### src/rtl/uart_tx_fifo_if.sv
// Byte push handshake from the CPU peripheral bus into uart_tx_fifo.
// The producer holds tx_data while tx_valid is high until tx_ready.
interface uart_tx_fifo_if;
  logic [7:0] tx_data;
  logic       tx_valid;
  logic       tx_ready;

  modport master (
    output tx_data,
    output tx_valid,
    input  tx_ready
  );

  modport slave (
    input  tx_data,
    input  tx_valid,
    output tx_ready
  );
endinterface

### src/rtl/uart_tx_fifo.sv
// UART transmitter with a 4-entry byte FIFO, 8N1 frames, LSB first.
// Define UART_TX_PARITY_EN to add an even-parity bit (start, 8 data, parity, stop).
module uart_tx_fifo #(
  parameter int CLK_FREQ = 100_000_000,
  parameter int BAUD     = 9600
) (
  input  logic          sysclk,
  input  logic          reset,
  uart_tx_fifo_if.slave bus,
  output logic          UART_TX,
  output logic          tx_busy,
  output logic [2:0]    fifo_count
);
  localparam int DIV = (CLK_FREQ + BAUD / 2) / BAUD;
  localparam int CW  = (DIV > 1) ? $clog2(DIV) : 1;
  localparam logic [CW-1:0] CNT_MAX = CW'(DIV - 1);

  localparam logic [2:0] IDLE   = 3'd0;
  localparam logic [2:0] START  = 3'd1;
  localparam logic [2:0] DATA   = 3'd2;
`ifdef UART_TX_PARITY_EN
  localparam logic [2:0] PARITY = 3'd3;
`endif
  localparam logic [2:0] STOP   = 3'd4;

  logic [7:0]    mem [4];
  logic [1:0]    wr_ptr;
  logic [1:0]    rd_ptr;
  logic [7:0]    head;
  logic          push;
  logic          pop;
  logic          empty;

  logic [2:0]    state;
  logic [CW-1:0] cnt;
  logic [2:0]    bit_idx;
  logic [7:0]    shift;
  logic          tick;
  logic          line;
`ifdef UART_TX_PARITY_EN
  logic          par;
`endif

  assign empty       = (fifo_count == 3'd0);
  assign bus.tx_ready = (fifo_count != 3'd4) && reset;
  assign push        = bus.tx_valid && bus.tx_ready;
  assign tick        = (cnt == CNT_MAX);
  assign head        = mem[rd_ptr];
  // Pop only where a new frame can start: from idle, or at the last stop cycle.
  assign pop         = !empty &&
                       ((state == IDLE) || ((state == STOP) && tick));
  assign tx_busy     = (state != IDLE) || !empty;

  always_ff @(posedge sysclk) begin
    if (push) begin
      mem[wr_ptr] <= bus.tx_data;
    end
  end

  always_ff @(posedge sysclk) begin
    if (!reset) begin
      wr_ptr     <= 2'd0;
      rd_ptr     <= 2'd0;
      fifo_count <= 3'd0;
    end else begin
      if (push) begin
        wr_ptr <= wr_ptr + 2'd1;
      end
      if (pop) begin
        rd_ptr <= rd_ptr + 2'd1;
      end
      unique case ({push, pop})
        2'b10:   fifo_count <= fifo_count + 3'd1;
        2'b01:   fifo_count <= fifo_count - 3'd1;
        default: fifo_count <= fifo_count;
      endcase
    end
  end

  always_comb begin
    line = 1'b1;
    unique case (state)
      START:   line = 1'b0;
      DATA:    line = shift[0];
`ifdef UART_TX_PARITY_EN
      PARITY:  line = par;
`endif
      default: line = 1'b1;
    endcase
  end

`ifdef UART_TX_PARITY_EN
  always_ff @(posedge sysclk) begin
    if (!reset) begin
      par <= 1'b0;
    end else if (pop) begin
      par <= ^head;
    end
  end
`endif

  always_ff @(posedge sysclk) begin
    if (!reset) begin
      state   <= IDLE;
      cnt     <= '0;
      bit_idx <= 3'd0;
      shift   <= 8'd0;
      UART_TX <= 1'b1;
    end else begin
      UART_TX <= line;
      cnt     <= ((state == IDLE) || tick) ? '0 : cnt + CW'(1);
      unique case (state)
        IDLE: begin
          if (pop) begin
            shift <= head;
            state <= START;
          end
        end
        START: begin
          if (tick) begin
            bit_idx <= 3'd0;
            state   <= DATA;
          end
        end
        DATA: begin
          if (tick) begin
            shift   <= shift >> 1;
            bit_idx <= bit_idx + 3'd1;
            if (bit_idx == 3'd7) begin
`ifdef UART_TX_PARITY_EN
              state <= PARITY;
`else
              state <= STOP;
`endif
            end
          end
        end
`ifdef UART_TX_PARITY_EN
        PARITY: begin
          if (tick) begin
            state <= STOP;
          end
        end
`endif
        STOP: begin
          if (tick) begin
            if (pop) begin
              shift <= head;
              state <= START;
            end else begin
              state <= IDLE;
            end
          end
        end
        default: state <= IDLE;
      endcase
    end
  end
endmodule

### src/flat_wrapper.sv
// flat-port wrapper written by rule: the top's interface ports become plain ports
module uart_tx_fifo_flat 
#(
  parameter int CLK_FREQ = 100_000_000,
  parameter int BAUD     = 9600
)
  (sysclk, reset, UART_TX, tx_busy, fifo_count, bus_tx_data, bus_tx_valid, bus_tx_ready);
  uart_tx_fifo_if bus_i ();
  input  logic sysclk;
  input  logic reset;
  output logic UART_TX;
  output logic tx_busy;
  output logic [2:0] fifo_count;
  input wire logic [$bits(bus_i.tx_data)-1:0] bus_tx_data;
  input wire logic [$bits(bus_i.tx_valid)-1:0] bus_tx_valid;
  output wire logic [$bits(bus_i.tx_ready)-1:0] bus_tx_ready;
  assign bus_i.tx_data = bus_tx_data;
  assign bus_i.tx_valid = bus_tx_valid;
  assign bus_tx_ready = bus_i.tx_ready;
  uart_tx_fifo #(.CLK_FREQ(CLK_FREQ), .BAUD(BAUD)) u_core (.sysclk(sysclk), .reset(reset), .bus(bus_i), .UART_TX(UART_TX), .tx_busy(tx_busy), .fifo_count(fifo_count));
endmodule
### config.mk
export PLATFORM = sky130hd
export DESIGN_NAME = uart_tx_fifo_flat
export DESIGN_NICKNAME = d
export VERILOG_FILES = /design/src/rtl/uart_tx_fifo_if.sv /design/src/rtl/uart_tx_fifo.sv /design/src/flat_wrapper.sv
export SDC_FILE = /design/constraint.sdc
export NUM_CORES = 1
export LEC_CHECK = 0
export CAP_MARGIN = 10
export CELL_PAD_IN_SITES_DETAIL_PLACEMENT = 0
export CELL_PAD_IN_SITES_GLOBAL_PLACEMENT = 1
export CORE_AREA = 2 2 90 92
export DETAILED_ROUTE_END_ITERATION = 8
export DIE_AREA = 0 0 92 94
export PLACE_DENSITY = 0.73
export SLEW_MARGIN = 10
export SYNTH_ARGS = -nofsm -noshare
export SYNTH_HDL_FRONTEND = slang
export SYNTH_SLANG_ARGS = --single-unit
### constraint.sdc
create_clock -name sysclk -period 2.2 [get_ports sysclk]
set_input_delay 0.33 -clock sysclk [delete_from_list [all_inputs] [get_ports sysclk]]
set_output_delay 0.33 -clock sysclk [all_outputs]
set_load 0.005 [all_outputs]
==> results.py, run 1 <==
metrics = {
    "outcome": {
        "status": "finished, final reports clean",
    },
    "power_and_ir_drop": {
        "p_leak_nw": 1.26,
        "vdd_drop_max_mv": 0.492,
        "power.density_mw_per_mm2": 954,
    },
    "detailed_routing": {
        "ant_nets": 0,
        "routedWlPerCell_um": 13.8,
        "via_per_inst": 4.93,
        "drt-total-wl_um": 5410,
        "route.detailed.drc": 0,
        "vias": 1938,
        "first_iter_violations": 70,
        "drt-pass1-iter-count": 4,
    },
    "timing": {
        "fmax_ghz": 0.472,
        "timing.hold.ws_ps": 464,
        "rsz0062_at_grt": "true",
        "finClkSkew_ps": 14.8,
        "slew_violations": 0,
        "period_minus_slack_ps": 2120,
        "worst_pin_slew_ps": 546,
        "setup_ws_ps": 83.0,
        "final-setup-viol-count": 0,
        "tns_ps": 0,
        "slew_headroom_pct": 63.5,
        "fin_crit_sh_pct": 96.2,
        "hold_viol": 0,
    },
    "setup_path": {
        "crit_path_start_kind": "flop",
        "required_ps": 2480,
        "cpPeakStageDelay_ps": 340,
        "critPathMaxFanout": 3,
        "crit_chain": "inv_1 -> ha_1 -> nor3b_4 -> a41oi_2 -> nor2_2 -> ha_2 -> fa_2 -> xnor2_1 -> or3_1 -> a21oi_1",
        "cpLargestDelayFamily": "adder cells",
        "crit_path_end_kind": "flop",
        "cp_num_buf_inv": 1,
        "slowest_stage": "fa_2",
        "arrival_ps": 2390,
        "crit_type": "reg2reg",
    },
    "placement": {
        "postPlaceCellArea_mm2": 0.00343,
        "dp.cells": 376,
        "dpl.hpwl_um": 3710,
        "place.gp.congestion": 0.780,
        "port_buffers": 16,
        "place_ws_ps": -66.8,
    },
    "die": {
        "die_h_um": 94,
        "placementRows": 32,
        "die_w_um": 92,
        "dieArea_mm2": 0.00865,
        "start_util_pct": 39.6,
        "core-area_mm2": 0.00761,
        "io_pins": 17,
    },
    "global_route": {
        "grt-ovfl-total": 0,
        "grt_pass1_vias": 1947,
        "antenna_found_initial": 0,
        "grt_pass1_wl_um": 9260,
        "grt_max_degree": 21,
        "track_usage_pct": 13.9,
    },
    "yosys": {
        "synth_cell_type_count": 37,
        "yosysTopAreaCellShare_pct": 31.9,
        "ys_seq_elements": 70,
        "netlist_area_mm2": 0.00301,
        "synth_top_cell_by_area": "edfxtp_1",
        "synth_edf_count": 32,
        "synth_seq_area_share_pct": 57.1,
        "synthFlopType": "dfxtp_1",
        "synthArstFlopShare_pct": 0,
        "synth_area_per_cell_um2": 12.3,
        "yosysMostFrequentCell": "dfxtp_1",
        "synth.area.top_cells": "edfxtp_1 32%, dfxtp_1 25%, mux4_2 6.0%, a211oi_1 3.7%, ha_1 3.7%",
        "ys_warn_count": 0,
        "syn_nets": 266,
        "synthCells": 245,
        "synth_commonest_cells": "38 x dfxtp_1, 32 x edfxtp_1, 25 x nor2_1",
    },
    "flow_run": {
        "maxCapViolations": 0,
    },
    "finish": {
        "nets": 307,
        "antennaDiodeCount": 0,
        "drive_gt1_share_pct": 19.9,
        "stdcell_count": 393,
        "synthToLayoutAreaGrowth_pct": 21.2,
        "design_area_mm2": 0.00365,
    },
    "clock_tree": {
        "cts.htree.levels": 3,
        "clk_pin_slew_ps": 80,
        "numCtsBuffers": 9,
        "insertion_delay_ps": 350,
        "tritoncts": "done",
        "cts_num_sinks": 70,
        "cts_buffer_depth": 2,
        "clock-root-buffer": "clkbuf_8",
    },
    "hold_path": {
        "hold_path.class": "reg2reg",
    },
}
[through the flow]
step	util (%)	total power, mW
2_1_floorplan	-	2.18
3_3_place_gp	45.1	2.49
3_5_place_dp	45.1	2.51
4_1_cts	47.8	3.52
5_1_grt	48.0	3.69
6_report	48.0	3.48
[cells by family after synthesis]
| family | after synthesis | share of synthesized area (%) |
|---|---|---|
| simple gates | 70 | 12.4 |
| xor+xnor | 16 | 4.65 |
| mux | 19 | 9.63 |
| fa+ha+maj | 10 | 4.40 |
| buf+inv | 24 | 3.32 |
| compound gates | 36 | 8.47 |
| flops | 70 | 57.1 |
[power by group]
part	switching, mW	internal, mW
registers	0.0944	1.50
clock network	0.554	0.436
logic	0.412	0.487
[worst reg2reg max path: stages (launching register included)]
cell     delay, ps
dfxtp_2        330
inv_1           40
ha_1           190
nor3b_4        160
a41oi_2        190
nor2_2          70
ha_2           190
fa_2           340
xnor2_1        140
or3_1          310
a21oi_1        120
[layer usage]
layer  GRT usage, %  vias up  wire length (um)
met1           17.8      923              2570
met2           22.1       23              2610
li1               -      983                 -
met3           3.37        9               136
met4           6.72        0                93
met5              0        -                 0
[flip-flops by register name (all words and copies together) (netlist names), named ones only]
signal / count
u_core.bit_idx: 3
u_core.mem: 32
u_core.fifo_count: 3
u_core.wr_ptr: 2
u_core.cnt: 14
u_core.state: 3
u_core.UART_TX: 1
u_core.rd_ptr: 2
u_core.shift: 8
[layout by cell type, fill, tap and decap left out, types with 2 or more instances in the layout]
cell type,count
dfxtp_1,36
edfxtp_1,32
nor2_1,24
buf_4,24
a211oi_1,15
clkdlybuf4s50_1,15
inv_1,14
xnor2_1,12
mux2i_1,11
nand3_1,9
clkbuf_8,9
a21oi_1,8
mux4_2,8
ha_1,8
nand2_1,7
and2_1,5
nor3_1,4
nand4_1,4
nor4_1,4
xor2_1,4
o21ai_0,4
or3_1,2
nor2_2,2
nand3b_1,2
a211o_1,2
o31ai_1,2
a21o_1,2
inv_8,2
clkinv_4,2
inv_6,2
dfxtp_2,2
[worst paths after layout]
check / from / end / slack [ps] / depth (start not counted)
worst min register to register: u_core.shift[7] / u_core.shift[7] / 460 / 2
worst min-delay path: u_core.shift[7] / u_core.shift[7] / 460 / 2
worst max-delay path: u_core.cnt[0] / u_core.fifo_count[2] / 80 / 10
worst max register to register: u_core.cnt[0] / u_core.fifo_count[2] / 80 / 10
[timing repair]
| item | 4_1_cts | 5_1_grt |
|---|---|---|
| buffers inserted | 0 | 1 |
| endpoints found under the setup margin | 2 | 2 |
| hold buffers | 0 | 0 |
| pin swaps | 1 | 3 |
| hold endpoints to repair | 0 | 0 |
| gates resized for setup | 4 | 2 |
[layout make-up]
class	instances	area, um2
fill	698	3960
inverter	14	52.6
multi-input combinational	151	1210
sequential	70	1720
clock buffer	9	124
clock inverter	7	65.1
timing repair buffer	40	343
tap	102	128
Power figures use the tool's default switching activity.
==> run 2: changes to the inputs <==
Settings changed: SETUP_SLACK_MARGIN set to 0.02.
==> results.py, run 2 (same netlist as run 1, synthesis figures left out) <==
metrics = {
    "power_and_ir_drop": {
        "power.density_mw_per_mm2": 956,
        "intPower_mw": 2.40,
        "clockPowerShare_pct": 28.2,
        "p_sw_mw": 1.05,
        "power.total_mw": 3.45,
        "pwr-share-comb_pct": 25.6,
        "seqPwrFrac_pct": 46.2,
        "vdd_drop_max_mv": 0.474,
        "p_leak_nw": 1.23,
        "switching_share_pct": 30.3,
    },
    "setup_path": {
        "r2r_end": "u_core.fifo_count[2]",
        "crit_type": "reg2reg",
        "required_ps": 2480,
        "crit_path_start_kind": "flop",
        "r2r_slack_ps": 90,
        "r2r_cells": 10,
        "crit_path_end_kind": "flop",
        "critPathMaxFanout": 3,
        "arrival_ps": 2380,
        "r2r_start": "u_core.cnt[0]",
    },
    "hold_path": {
        "whs_endpoint": "u_core.shift[7]",
        "min_delay_path_depth": 2,
        "min_from": "u_core.shift[7]",
        "hold_path.class": "reg2reg",
    },
    "clock_tree": {
        "tritoncts": "done",
        "insertion_delay_ps": 350,
        "holdBufCountCts": 0,
        "clock-root-buffer": "clkbuf_8",
        "numCtsBuffers": 9,
        "cts_num_sinks": 70,
        "clk_pin_slew_ps": 80,
        "cts.htree.levels": 3,
        "cts_buffer_depth": 2,
    },
    "die": {
        "die_h_um": 94,
        "placementRows": 32,
        "core-area_mm2": 0.00761,
        "die_w_um": 92,
        "start_util_pct": 39.6,
        "dieArea_mm2": 0.00865,
        "io_pins": 17,
    },
    "flow_run": {
        "maxCapViolations": 0,
    },
    "detailed_routing": {
        "vias": 1925,
        "routedWlPerCell_um": 13.7,
        "route.detailed.drc": 0,
        "first_iter_violations": 122,
        "drt-total-wl_um": 5340,
        "ant_nets": 0,
        "via_per_inst": 4.95,
        "drt-pass1-iter-count": 4,
    },
    "placement": {
        "dp.cells": 371,
        "place.gp.congestion": 0.740,
        "postPlaceCellArea_mm2": 0.00340,
        "port_buffers": 16,
        "dpl.hpwl_um": 3720,
    },
    "finish": {
        "synthToLayoutAreaGrowth_pct": 19.8,
        "reg.largest.list": "u_core.mem x32, u_core.cnt x14, u_core.shift x8",
        "largest_reg_flops": 32,
        "nets": 303,
        "fill_cells": 706,
        "drive_gt1_share_pct": 18.5,
        "final_common_cell": "dfxtp_1",
        "stdcell_count": 389,
        "top_register": "u_core.mem",
        "regArea_mm2": 0.00172,
        "design_area_mm2": 0.00361,
        "final_cell_mix": "37 x dfxtp_1, 32 x edfxtp_1, 24 x nor2_1, 20 x buf_4",
        "multi_input_area_mm2": 0.00121,
        "antennaDiodeCount": 0,
    },
    "timing": {
        "fin_crit_sh_pct": 95.7,
        "rsz0062_at_grt": "true",
        "fmax_ghz": 0.475,
        "period_minus_slack_ps": 2110,
        "finClkSkew_ps": 10.5,
        "final-setup-viol-count": 0,
        "slew_violations": 0,
        "slew_headroom_pct": 64.3,
        "tns_ps": 0,
        "worst_pin_slew_ps": 535,
        "hold_viol": 0,
    },
    "global_route": {
        "antenna_found_initial": 0,
        "grt-ovfl-total": 0,
        "grt_max_degree": 21,
        "grt_pass1_vias": 1936,
        "track_usage_pct": 13.5,
        "grt_pass1_wl_um": 9020,
    },
    "outcome": {
        "status": "finished, final reports clean",
    },
}
run 2: cell types whose count changed in the layout (fill, tap and decap cells not counted):
cell / change
inv_8: -1
dfxtp_2: -1
dfxtp_1: +1
clkinv_4: -1
nor3b_2: +1
buf_4: -4
nor3b_4: -1
inv_6: +1
clkinvlp_4: +1
run 2: power by group through the flow:
| stage | clock (mW) | combinational [mW] | sequential [mW] |
|---|---|---|---|
| 6_report | 0.972 | 0.884 | 1.59 |
| 5_1_grt | 1.05 | 0.974 | 1.62 |
| 4_1_cts | 0.997 | 0.889 | 1.60 |
| 3_5_place_dp | 0 | 0.868 | 1.63 |
| 3_3_place_gp | 0 | 0.856 | 1.63 |
| 2_1_floorplan | 0 | 0.593 | 1.59 |
run 2: layout make-up:
cell class	instances	share of cell area, %
clock inverter	7	1.70
sequential	70	47.7
timing repair buffer	36	8.67
tap	102	3.54
inverter	14	1.46
multi-input combinational	151	33.5
clock buffer	9	3.43
run 2: per-stage QoR:
step	hold WS, ps	setup WS (ps)	util [%]
floorplan	419	59.3	-
global placement	432	25.1	44.7
detailed placement	435	-15.0	44.7
CTS	467	29.3	47.3
global route	488	-16.5	47.5
finish	464	94.9	47.5
run 2: per-layer routing:
layer,global-route usage (%),up-vias,wire (um)
li1,-,975,-
met1,16.3,917,2470
met2,22.2,26,2610
met3,4.90,7,188
met4,5.22,0,74
met5,0,-,0
run 2: worst max-delay path, stage by stage, from the launching register on:
cell	delay (ps)
dfxtp_2	330
inv_1	40
ha_1	170
nor3b_2	160
a41oi_2	190
nor2_2	70
ha_2	180
fa_2	330
xnor2_1	130
or3_1	300
a21oi_1	120
run 2: timing repair:
item | CTS | global route
gates resized for setup | 2 | 1
setup endpoints to repair | 2 | 2
pin swaps | 1 | 2
buffers inserted | 1 | 1
run 2: how the worst max path moves through the flow:
stage             startpoint                   end  slack [ps]  cells after the start
2_1_floorplan  u_core.cnt[0]  u_core.fifo_count[2]          60                     10
3_3_place_gp           reset  u_core.fifo_count[2]          30                      8
3_5_place_dp           reset  u_core.fifo_count[2]         -10                      8
4_1_cts        u_core.cnt[1]  u_core.fifo_count[2]          30                     10
5_1_grt        u_core.cnt[0]  u_core.fifo_count[2]         -20                     10
6_report       u_core.cnt[0]  u_core.fifo_count[2]          90                     10
==> run 3: changes to the inputs <==
Settings changed: CTS_BUF_LIST set to sky130_fd_sc_hd__clkbuf_2.
==> results.py, run 3 (same netlist as run 1, synthesis figures left out) <==
metrics = {
    "timing": {
        "finClkSkew_ps": 27.7,
        "final-setup-viol-count": 0,
        "period_minus_slack_ps": 2140,
        "hold_viol": 0,
        "fmax_ghz": 0.468,
        "worst_pin_slew_ps": 551,
        "fin_crit_sh_pct": 97.1,
        "slew_violations": 0,
        "timing.hold.ws_ps": 418,
        "rsz0062_at_grt": "true",
        "slew_headroom_pct": 63.2,
    },
    "detailed_routing": {
        "ant_nets": 0,
        "route.detailed.drc": 0,
        "vias": 1927,
        "drt-pass1-iter-count": 4,
        "first_iter_violations": 139,
        "via_per_inst": 4.95,
        "drt-total-wl_um": 5380,
        "routedWlPerCell_um": 13.8,
    },
    "clock_tree": {
        "tritoncts": "done",
        "cts.htree.levels": 3,
        "clock-root-buffer": "clkbuf_2",
        "numCtsBuffers": 9,
        "cts_buffer_depth": 2,
        "holdBufCountCts": 0,
        "insertion_delay_ps": 510,
        "clk_pin_slew_ps": 230,
        "cts_num_sinks": 70,
    },
    "finish": {
        "final_common_cell": "dfxtp_1",
        "top_register": "u_core.mem",
        "largest_reg_flops": 32,
        "nets": 303,
        "fill_cells": 716,
        "drive_gt1_share_pct": 19.5,
        "multi_input_area_mm2": 0.00121,
        "antennaDiodeCount": 0,
        "final_cell_mix": "35 x dfxtp_1, 32 x edfxtp_1, 24 x nor2_1, 19 x buf_4, 15 x a211oi_1",
        "stdcell_count": 389,
        "reg.largest.list": "u_core.mem x32, u_core.cnt x14, u_core.shift x8",
        "synthToLayoutAreaGrowth_pct": 17.2,
        "regArea_mm2": 0.00173,
    },
    "setup_path": {
        "r2r_cells": 10,
        "arrival_ps": 2580,
        "critPathMaxFanout": 3,
        "required_ps": 2640,
        "cp_num_cells": 10,
        "crit_path_start_kind": "flop",
        "cpLargestDelayFamily": "adder cells",
        "cpPeakStageDelay_ps": 370,
        "crit_chain": "inv_1 -> ha_1 -> nor3b_2 -> a41oi_2 -> nor2_2 -> ha_2 -> fa_2 -> xnor2_1 -> or3_1 -> a21oi_1",
        "slowest_stage": "dfxtp_2",
        "cp_num_buf_inv": 1,
        "crit_type": "reg2reg",
        "crit_path_end_kind": "flop",
    },
    "global_route": {
        "grt_pass1_wl_um": 8940,
        "track_usage_pct": 13.3,
        "grt_pass1_vias": 1895,
        "grt-ovfl-total": 0,
        "antenna_found_initial": 0,
        "grt_max_degree": 21,
    },
    "hold_path": {
        "hold_path.class": "in2reg",
        "min_delay_path_depth": 1,
    },
    "die": {
        "core-area_mm2": 0.00761,
        "dieArea_mm2": 0.00865,
        "placementRows": 32,
        "die_h_um": 94,
        "die_w_um": 92,
        "io_pins": 17,
        "start_util_pct": 39.6,
    },
    "placement": {
        "place.gp.congestion": 0.740,
        "dp.cells": 371,
        "dpl.hpwl_um": 3720,
        "port_buffers": 16,
    },
    "flow_run": {
        "maxCapViolations": 0,
    },
    "outcome": {
        "status": "finished, final reports clean",
    },
    "power_and_ir_drop": {
        "p_leak_nw": 1.20,
        "power.density_mw_per_mm2": 898,
        "vdd_drop_max_mv": 0.511,
    },
}
[run 3: cell types whose count changed in the layout (fill, tap and decap cells not counted), sizes merged]
cell           change
clkbuf             +1
clkdlybuf4s50      -1
[run 3: power by group]
| group | switching, mW | internal (mW) |
|---|---|---|
| clock | 0.516 | 0.170 |
| sequential | 0.0967 | 1.50 |
| combinational | 0.412 | 0.473 |
[run 3: path summary, 6_finish.rpt]
check	slack, ps	startpoint	end
setup / recovery	60	u_core.cnt[0]	u_core.fifo_count[2]
setup reg to reg	60	u_core.cnt[0]	u_core.fifo_count[2]
hold reg to reg	480	u_core.shift[7]	u_core.shift[7]
hold / removal	420	bus_tx_data[4]	u_core.mem[2][4]
[run 3: final cells by class]
cell class | count | share of cell area, %
flip-flops and latches | 70 | 48.8
multi-input cells | 151 | 34.2
well taps | 102 | 3.61
clock inverters | 7 | 1.74
inverters | 14 | 1.49
clock buffers | 9 | 1.28
repair buffers | 36 | 8.82
[run 3: metrics by stage]
| step | setup WS [ps] | utilization (%) | cell area, um2 | setup TNS [ps] | power [mW] |
|---|---|---|---|---|---|
| floorplan | 59.3 | - | 3020 | 0 | 2.18 |
| global placement | 25.1 | 44.7 | 3400 | 0 | 2.49 |
| detailed placement | -15.0 | 44.7 | 3400 | -15.0 | 2.50 |
| CTS | 9.98 | 46.3 | 3520 | 0 | 3.20 |
| global route | -64.0 | 46.4 | 3530 | -64.0 | 3.36 |
| finish | 63.6 | 46.4 | 3530 | 0 | 3.17 |
[run 3: repair_timing]
item                       CTS  global route
resized for setup            4             5
buffers inserted             1             1
setup endpoints to repair    2             3
pin swaps                    0             1
[run 3: metal layers]
layer | part of all wire [%] | GRT usage [%]
met5 | 0 | 0
met4 | 1.0 | 3.73
met3 | 3.8 | 4.90
met2 | 49 | 22.2
met1 | 46 | 16.2
